--- config.mk ---
export PLATFORM = sky130hd
export DESIGN_NAME = pipeline_hazard_ctrl
export DESIGN_NICKNAME = d
export VERILOG_FILES = /design/src/rtl/pipe_pkg.sv /design/src/rtl/sat_counter.sv /design/src/rtl/pipeline_hazard_ctrl.sv
export SDC_FILE = /design/constraint.sdc
export NUM_CORES = 1
export LEC_CHECK = 0
export ABC_AREA = 0
export BUFFER_PORTS_ARGS = -buffer_cell sky130_fd_sc_hd__buf_2
export CORE_MARGIN = 5
export CORE_UTILIZATION = 48
export DETAILED_ROUTE_END_ITERATION = 10
export GPL_TIMING_DRIVEN = 0
export PLACE_DENSITY = 0.87
export RECOVER_POWER = 100
export SLEW_MARGIN = 20
export SYNTH_ARGS = -nofsm -noshare
export SYNTH_HDL_FRONTEND = slang
export SYNTH_SLANG_ARGS = --single-unit
--- constraint.sdc ---
create_clock -name clk -period 1.7 [get_ports clk]
set_input_delay 0.34 -clock clk [delete_from_list [all_inputs] [get_ports clk]]
set_output_delay 0.34 -clock clk [all_outputs]
set_load 0.01 [all_outputs]
--- src/rtl/pipe_pkg.sv ---
// Shared types and field indices for the five-stage pipeline.
// Imported by the hazard controller and its helpers.
package pipe_pkg;

  typedef enum logic [1:0] {
    RUN      = 2'b00,
    MEM_WAIT = 2'b01,
    HALT     = 2'b10
  } state_t;

  localparam int M_BRANCH    = 2;
  localparam int M_MEMREAD   = 1;
  localparam int M_MEMWRITE  = 0;

  localparam int WB_REGWRITE = 1;
  localparam int WB_MEMTOREG = 0;

endpackage

--- src/rtl/sat_counter.sv ---
// Saturating up-counter for pipeline event statistics.
// Sticks at all-ones instead of wrapping.
module sat_counter #(
  parameter int W = 16
) (
  input  logic         clk,
  input  logic         reset,
  input  logic         inc,
  output logic [W-1:0] count
);

  // count events, clear on reset, hold at the ceiling
  always_ff @(posedge clk) begin
    if (!reset)
      count <= '0;
    else if (inc && (count != '1))
      count <= count + 1'b1;
  end

endmodule

--- src/rtl/pipeline_hazard_ctrl.sv ---
// Stall/flush/freeze sequencing for the five-stage pipe.
// Mealy outputs from state and live hazard inputs.
module pipeline_hazard_ctrl
  import pipe_pkg::*;
#(
  parameter int REG_W    = 5,
  parameter int CNT_W    = 16,
  parameter int MAX_WAIT = 255
) (
  input  logic             clk,
  input  logic             reset,
  input  logic [REG_W-1:0] if_id_rs,
  input  logic [REG_W-1:0] if_id_rt,
  input  logic             if_id_uses_rt,
  input  logic             id_ex_memread,
  input  logic [REG_W-1:0] id_ex_rt,
  input  logic             ex_mem_branch,
  input  logic             ex_mem_zero,
  input  logic             mem_ready,
  output logic             pc_write,
  output logic             if_id_write,
  output logic             pipe_stall,
  output logic             id_ex_bubble,
  output logic             if_id_flush,
  output logic             id_ex_flush,
  output logic             ex_mem_flush,
  output logic             pc_src,
  output logic             halted,
  output logic [CNT_W-1:0] stall_count,
  output logic [CNT_W-1:0] flush_count,
  output logic [CNT_W-1:0] wait_count
);

  localparam int WCW = $clog2(MAX_WAIT + 1);
  localparam logic [WCW-1:0] LAST = WCW'(MAX_WAIT - 1);

  state_t         state;
  logic [WCW-1:0] wait_cnt;

  logic lu_hazard;
  logic br_taken;
  logic live;
  logic freeze;
  logic take;
  logic lu_stall;

  assign lu_hazard = id_ex_memread
                   && (id_ex_rt != '0)
                   && ((id_ex_rt == if_id_rs)
                    || (if_id_uses_rt
                     && (id_ex_rt == if_id_rt)));

  assign br_taken = ex_mem_branch && ex_mem_zero;

  assign live     = reset && (state != HALT);
  assign freeze   = live && !mem_ready;
  assign take     = live && mem_ready && br_taken;
  assign lu_stall = live && mem_ready
                  && !br_taken && lu_hazard;

  // next state and consecutive not-ready tracking
  always_ff @(posedge clk) begin
    if (!reset) begin
      state    <= RUN;
      wait_cnt <= '0;
    end else begin
      unique case (state)
        RUN, MEM_WAIT: begin
          if (!mem_ready) begin
            wait_cnt <= wait_cnt + 1'b1;
            state    <= (wait_cnt == LAST)
                      ? HALT : MEM_WAIT;
          end else begin
            wait_cnt <= '0;
            state    <= RUN;
          end
        end
        HALT:    state <= HALT;
        default: state <= RUN;
      endcase
    end
  end

  // same-cycle pipeline control from state and hazards
  always_comb begin
    pc_write     = 1'b1;
    if_id_write  = 1'b1;
    pipe_stall   = 1'b0;
    id_ex_bubble = 1'b0;
    if_id_flush  = 1'b0;
    id_ex_flush  = 1'b0;
    ex_mem_flush = 1'b0;
    pc_src       = 1'b0;
    halted       = 1'b0;
    if (!reset) begin
      pc_write     = 1'b0;
      if_id_write  = 1'b0;
      pipe_stall   = 1'b1;
      id_ex_bubble = 1'b1;
    end else if (state == HALT) begin
      pc_write    = 1'b0;
      if_id_write = 1'b0;
      pipe_stall  = 1'b1;
      halted      = 1'b1;
    end else begin
      unique case (1'b1)
        freeze: begin
          pc_write    = 1'b0;
          if_id_write = 1'b0;
          pipe_stall  = 1'b1;
        end
        take: begin
          pc_src       = 1'b1;
          if_id_flush  = 1'b1;
          id_ex_flush  = 1'b1;
          ex_mem_flush = 1'b1;
        end
        lu_stall: begin
          pc_write     = 1'b0;
          if_id_write  = 1'b0;
          id_ex_bubble = 1'b1;
        end
        default: ;
      endcase
    end
  end

  sat_counter #(.W(CNT_W)) u_stall (
    .clk   (clk),
    .reset (reset),
    .inc   (lu_stall),
    .count (stall_count)
  );

  sat_counter #(.W(CNT_W)) u_flush (
    .clk   (clk),
    .reset (reset),
    .inc   (take),
    .count (flush_count)
  );

  sat_counter #(.W(CNT_W)) u_wait (
    .clk   (clk),
    .reset (reset),
    .inc   (freeze),
    .count (wait_count)
  );

endmodule
==> results.py, run 1 <==
metrics = {
    "synthesis": {
        "synth-main-ff-cell": "dfxtp_1",
        "synth_top_area_share_pct": 37.99,
        "syn_nets": 384,
        "yosysSeqAreaShare_pct": 37.99,
        "synthArstFlopShare_pct": 0,
        "syn_area_um2": 3057,
        "yosysTopAreaCell": "dfxtp_1",
        "syn-instance-count": 357,
        "synthTopCellsByCount": "dfxtp_1, nand2_1, nor2_1, a21oi_1, xnor2_1",
        "ys_seq_elements": 58,
        "synth_cell_types": 59,
        "post-synth-top-count-cell": "dfxtp_1",
        "synth_area_per_cell_um2": 8.562,
        "synth_edf_count": 0,
        "synthTopCellsByArea": "dfxtp_1, xnor2_1, nand2_1, a21oi_1, nor2_1",
        "yosysWarnings": 0,
    },
    "status": {
        "violations": "setup timing",
        "outcome": "finished with violations",
    },
    "layout": {
        "drive_gt1_share_pct": 51.91,
        "final_cells": 574,
        "fin_area_um2": 4755,
        "ff_latch_area_um2": 1239,
        "multi_input_comb_area_um2": 2212,
        "syn_to_final_growth_pct": 55.55,
        "utilization_pct": 75.74,
        "fillers": 392,
        "diodes": 0,
        "nets": 519,
    },
    "placement": {
        "postPlaceCellArea_um2": 3603,
        "pre_cts_ws_ps": -521.3,
        "port_buffers": 77,
        "place_inst": 511,
        "routabilityCongestion": 0.8224,
        "dpl.hpwl_mm": 5.722,
    },
    "global_routing": {
        "grt_pass1_wl_mm": 15.57,
        "overflow": 0,
        "grt_pass1_vias": 3274,
        "antenna_found_initial": 0,
        "grt_max_degree": 12,
        "grt_usage_pct": 22.88,
    },
    "route": {
        "drc": 0,
        "vias": 3720,
        "routed_wire_length_per_instance_um": 21.41,
        "drt_first_pass_iters": 5,
        "viasPerCell": 6.481,
        "drt-initial-drc-count": 314,
        "wl_mm": 12.29,
        "drtAntennaViolNets": 0,
    },
    "sta": {
        "relSlewSlack_pct": 47.56,
        "report.final.hold_viol_count": 0,
        "max_freq_mhz": 488.1,
        "finClkSkew_ps": 15.26,
        "finalCritPeriodShare_pct": 120.5,
        "setup_viol": 26,
        "rsz0062_at_grt": "true",
        "worst_hold_slack_ps": 298.2,
        "min_period_ps": 2049,
        "setup_ws_ps": -348.8,
        "tightest_slew_ps": 786.5,
        "final_max_slew_viol_count": 0,
    },
    "clock_network": {
        "cts_tree": "yes",
        "htree_levels": 3,
        "cts_root_buffer": "clkbuf_8",
        "cts.path.max_buffers": 2,
        "clk_pin_slew_ps": 80,
        "cts_made_buffers": 9,
        "clkSinkCount": 58,
        "cts_hold_buf": 0,
        "clock_latency_ps": 360,
    },
    "worst_setup_path": {
        "crit_top_cell": "nand2_1",
        "timing.rr.start": "u_stall.count[0]",
        "path_buf_inv": 1,
        "path_cells": "buf_4, nand2_1, nor4_4, nand2_1, a2111oi_2, mux2i_1",
        "start_kind": "register",
        "r2r_slack_ps": -350,
        "crit_type": "reg -> reg",
        "reg2regPathDepth": 6,
        "critPathMaxStageDelay_ps": 470,
        "cp.required_ps": 1970,
        "rr_endpoint": "u_stall.count[13]",
        "path_max_fanout": 4,
        "crit_cells": 6,
        "slowest_stage": "a2111oi_2",
        "cp.arrival_ps": 2320,
        "crit_family": "simple AND/OR/NAND/NOR gates",
        "critPathCapture": "u_stall.count[13]",
        "critPathCaptureType": "register",
        "cp-startpoint": "u_stall.count[0]",
    },
    "job": {
        "maxCapViolCount": 0,
    },
    "power": {
        "powerDensity_nw_per_um2": 693.0,
        "peakVddDrop_v": 0.0005836,
        "p_leak_nw": 1.907,
    },
    "die": {
        "start_util_pct": 48.69,
        "io_pins": 79,
        "dieArea_um2": 8064,
        "core_um2": 6277,
        "die_h_um": 89.80,
        "rows": 29,
        "die_w_um": 89.80,
    },
    "min_path": {
        "hold_class": "in -> reg",
    },
}
==> routing by layer <==
metal / GRT usage [%] / part of all wire [%] / vias to the layer above
li1: - / - / 1598
met1: 26.86 / 35 / 1800
met2: 38.72 / 51 / 236
met3: 5.008 / 7.8 / 86
met4: 11.96 / 6.2 / 0
met5: 0 / 0 / -
==> metrics by stage <==
step	setup TNS, ps	total power, mW
5_1_grt	-5133	3.378
6_report	-3213	3.295
3_3_place_gp	-6198	1.603
4_1_cts	-809.3	3.172
2_1_floorplan	-172.4	1.531
3_5_place_dp	-7427	1.608
==> power by group <==
group          leakage [nW]  total, mW  internal [mW]  switching [mW]
clock                 0.111       1.64          0.971           0.670
combinational          1.31      0.296          0.125           0.171
sequential            0.489       1.36           1.34          0.0130
==> cell usage in the layout (no fill, tap or decap), types with 4 or more instances in the layout <==
| master | count |
|---|---|
| nand2b_1 | 4 |
| mux2i_1 | 9 |
| inv_1 | 9 |
| o31ai_1 | 9 |
| a21oi_1 | 14 |
| or3_1 | 6 |
| nand4_1 | 11 |
| buf_4 | 45 |
| and3_1 | 5 |
| buf_2 | 71 |
| dfxtp_2 | 17 |
| o211ai_1 | 4 |
| buf_6 | 11 |
| nand2_1 | 32 |
| nand3_1 | 10 |
| a21oi_2 | 9 |
| dfxtp_4 | 15 |
| clkbuf_1 | 6 |
| nor2_1 | 26 |
| xnor2_2 | 7 |
| or4_1 | 4 |
| clkbuf_8 | 9 |
| xnor2_1 | 15 |
| xor2_1 | 4 |
| nor4_4 | 4 |
| and2_1 | 4 |
| or4_4 | 8 |
| dfxtp_1 | 26 |
| o31ai_2 | 4 |
| nor3_1 | 7 |
| o21ai_0 | 8 |
==> worst min-delay path by stage <==
stage / startpoint / endpoint / slack [ps] / cells after the start
floorplan: mem_ready / state[0] / 420 / 1
global placement: wait_cnt[5] / wait_cnt[5] / 460 / 2
detailed placement: u_stall.count[5] / u_stall.count[5] / 480 / 2
CTS: reset / u_wait.count[13] / 280 / 3
global route: reset / u_stall.count[8] / 310 / 3
finish: reset / u_wait.count[15] / 300 / 3
==> layout make-up <==
type | instances | share of cell area [%]
clock inverters | 7 | 2.474
inverters | 13 | 1.184
well taps | 77 | 2.026
flip-flops and latches | 58 | 26.05
repair buffers | 123 | 16.58
plain buffers | 14 | 2.553
clock buffers | 9 | 2.605
multi-input cells | 273 | 46.53
==> cell families (layout without fill, tap and decap cells) <==
logic type | Yosys count | after routing | synth area share [%]
fa+ha+maj | 5 | 5 | 2.047
flops | 58 | 58 | 37.99
simple gates | 157 | 157 | 27.96
mux | 9 | 9 | 2.947
buf+inv | 27 | 166 | 4.216
xor+xnor | 26 | 26 | 7.450
compound gates | 75 | 76 | 17.40
==> worst register-to-register path, stage by stage, from the launching register on <==
cell       delay, ps
dfxtp_4          380
buf_4            120
nand2_1          140
nor4_4           430
nand2_1          170
a2111oi_2        470
mux2i_1          250
==> registers in the layout, indices dropped and copies added, names as in the netlist <==
register	cells
wait_cnt	8
state	2
u_wait.count	16
u_flush.count	16
u_stall.count	16
==> timing repair <==
| item | in CTS | in global routing |
|---|---|---|
| gates cloned | 0 | 1 |
| buffers inserted | 16 | 30 |
| endpoints found under the setup margin | 42 | 45 |
| gates resized for setup | 57 | 84 |
| pin swaps | 30 | 36 |
Note: power is estimated with default switching activity, not from simulation.
==> run 2, diff against run 1 <==
==> constraint.sdc (replaced) <==
create_clock -name clk -period 1.87 [get_ports clk]
set_input_delay 0.374 -clock clk [delete_from_list [all_inputs] [get_ports clk]]
set_output_delay 0.374 -clock clk [all_outputs]
set_load 0.01 [all_outputs]
==> run 2 against run 1 <==
Net effect:
- the run still ends with setup timing left
- sequential power fell by 7%
- wire length fell by 30%
- critical path depth did not move
- final area fell by 15%
- critical endpoint is now pc_write
- clock skew fell by 8.2 ps
==> results.py, run 2 (same netlist as run 1, synthesis figures left out) <==
metrics = {
    "status": {
        "outcome": "finished with violations",
        "violations": "setup timing",
    },
    "worst_setup_path": {
        "path_cells": "buf_8, or4_4, o211a_4, a21oi_4, buf_6, buf_6",
        "slowest_stage": "or4_4",
        "path_max_fanout": 3,
        "critPathCaptureType": "primary output",
        "critPathMaxStageDelay_ps": 540,
        "cp.arrival_ps": 1640,
        "r2r_slack_ps": -50,
        "crit_type": "in -> out",
        "cp-startpoint": "id_ex_rt[4]",
        "cp.required_ps": 1500,
        "timing.rr.start": "u_stall.count[6]",
        "crit_top_cell": "buf_6",
        "start_kind": "input pin",
    },
    "global_routing": {
        "grt_pass1_vias": 2966,
        "grt_max_degree": 11,
        "overflow": 0,
        "grt_pass1_wl_mm": 13.52,
        "grt_usage_pct": 19.42,
        "antenna_found_initial": 0,
    },
    "min_path": {
        "min_from": "mem_ready",
        "hold_class": "in -> reg",
    },
    "layout": {
        "utilization_pct": 64.34,
        "final_common_cell": "dfxtp_1",
        "drive_gt1_share_pct": 25.93,
        "multi_input_comb_area_um2": 1969,
        "final_cell_mix": "dfxtp_1, buf_2, clkbuf_1, nand2_1, nor2_1",
        "fillers": 518,
        "syn_to_final_growth_pct": 32.13,
        "ff_latch_area_um2": 1161,
        "final_cells": 536,
        "reg_top3": "u_flush.count (16), u_stall.count (16), u_wait.count (16)",
        "diodes": 0,
        "nets": 482,
    },
    "die": {
        "dieArea_um2": 8064,
        "core_um2": 6277,
        "io_pins": 79,
        "die_w_um": 89.80,
        "start_util_pct": 48.69,
        "rows": 29,
        "die_h_um": 89.80,
    },
    "route": {
        "wl_mm": 8.546,
        "viasPerCell": 5.931,
        "drtAntennaViolNets": 0,
        "vias": 3179,
        "drt-initial-drc-count": 205,
        "routed_wire_length_per_instance_um": 15.94,
        "drc": 0,
        "drt_first_pass_iters": 4,
    },
    "placement": {
        "place_inst": 511,
        "routabilityCongestion": 0.8261,
        "port_buffers": 77,
        "dpl.hpwl_mm": 5.593,
    },
    "clock_network": {
        "clk_pin_slew_ps": 60,
        "cts_hold_buf": 0,
        "cts_tree": "yes",
        "clock_latency_ps": 330,
        "cts.path.max_buffers": 2,
        "cts_root_buffer": "clkbuf_8",
        "clkSinkCount": 58,
        "cts_made_buffers": 9,
        "htree_levels": 3,
    },
    "sta": {
        "setup_ws_ps": -142.9,
        "min_period_ps": 2013,
        "worst_hold_slack_ps": 335.3,
        "report.final.hold_viol_count": 0,
        "setup_viol": 7,
        "tightest_slew_ps": 656.8,
        "max_freq_mhz": 496.8,
        "finClkSkew_ps": 7.059,
        "finalCritPeriodShare_pct": 107.6,
        "rsz0062_at_grt": "true",
        "final_max_slew_viol_count": 0,
        "relSlewSlack_pct": 55.75,
    },
    "power": {
        "p_total_mw": 2.679,
        "peakVddDrop_v": 0.0004393,
        "powerDensity_nw_per_um2": 663.3,
        "p_leak_nw": 1.485,
    },
    "job": {
        "maxCapViolCount": 0,
    },
}
==> run 2: worst max-delay path, delay by kind of cell <==
kind | cells | cell delay [ps]
compound gates | 2 | 420
buf+inv | 3 | 300
simple gates | 1 | 540
==> run 2: stage by stage <==
| step | area (µm²) | worst slack [ps] | TNS (ps) |
|---|---|---|---|
| after floorplan | 3060 | -13.55 | -13.55 |
| after global placement | 3542 | -485.3 | -4108 |
| after detailed placement | 3542 | -555.6 | -5521 |
| after CTS | 3870 | -177.1 | -452.8 |
| after global routing | 4039 | -179.0 | -1364 |
| final | 4039 | -142.9 | -506.3 |
==> run 2: layout make-up <==
class | instances | share of cell area (%)
well taps | 77 | 2.385
clock inverters | 2 | 0.8674
inverters | 13 | 1.270
flip-flops and latches | 58 | 28.75
clock buffers | 13 | 4.182
plain buffers | 14 | 2.540
repair buffers | 87 | 11.25
multi-input cells | 272 | 48.76
==> run 2: path summary, 6_finish.rpt <==
check | endpoint | cells past startpoint
worst min register to register | u_wait.count[15] | 2
worst max register to register | u_stall.count[13] | 5
worst min-delay path | state[0] | 2
worst max-delay path | pc_write | 6
==> run 2: where the power goes <==
part | internal, mW | total, mW | switching (mW)
logic | 0.0958 | 0.221 | 0.125
clock network | 0.716 | 1.20 | 0.487
registers | 1.24 | 1.26 | 0.0112
total | 2.06 | 2.68 | 0.623
==> run 2: what timing repair did <==
action / in CTS / in global routing
endpoints found under the setup margin: 29 / 40
resized for setup: 24 / 49
buffers inserted: 2 / 8
pin swaps: 9 / 14
==> run 2: layer usage <==
layer / up-vias / global-route usage [%] / wire (µm)
li1: 1520 / - / -
met1: 1525 / 23.25 / 3497
met2: 120 / 31.89 / 4365
met3: 14 / 5.593 / 552
met4: 0 / 9.068 / 131
met5: - / 0 / 0
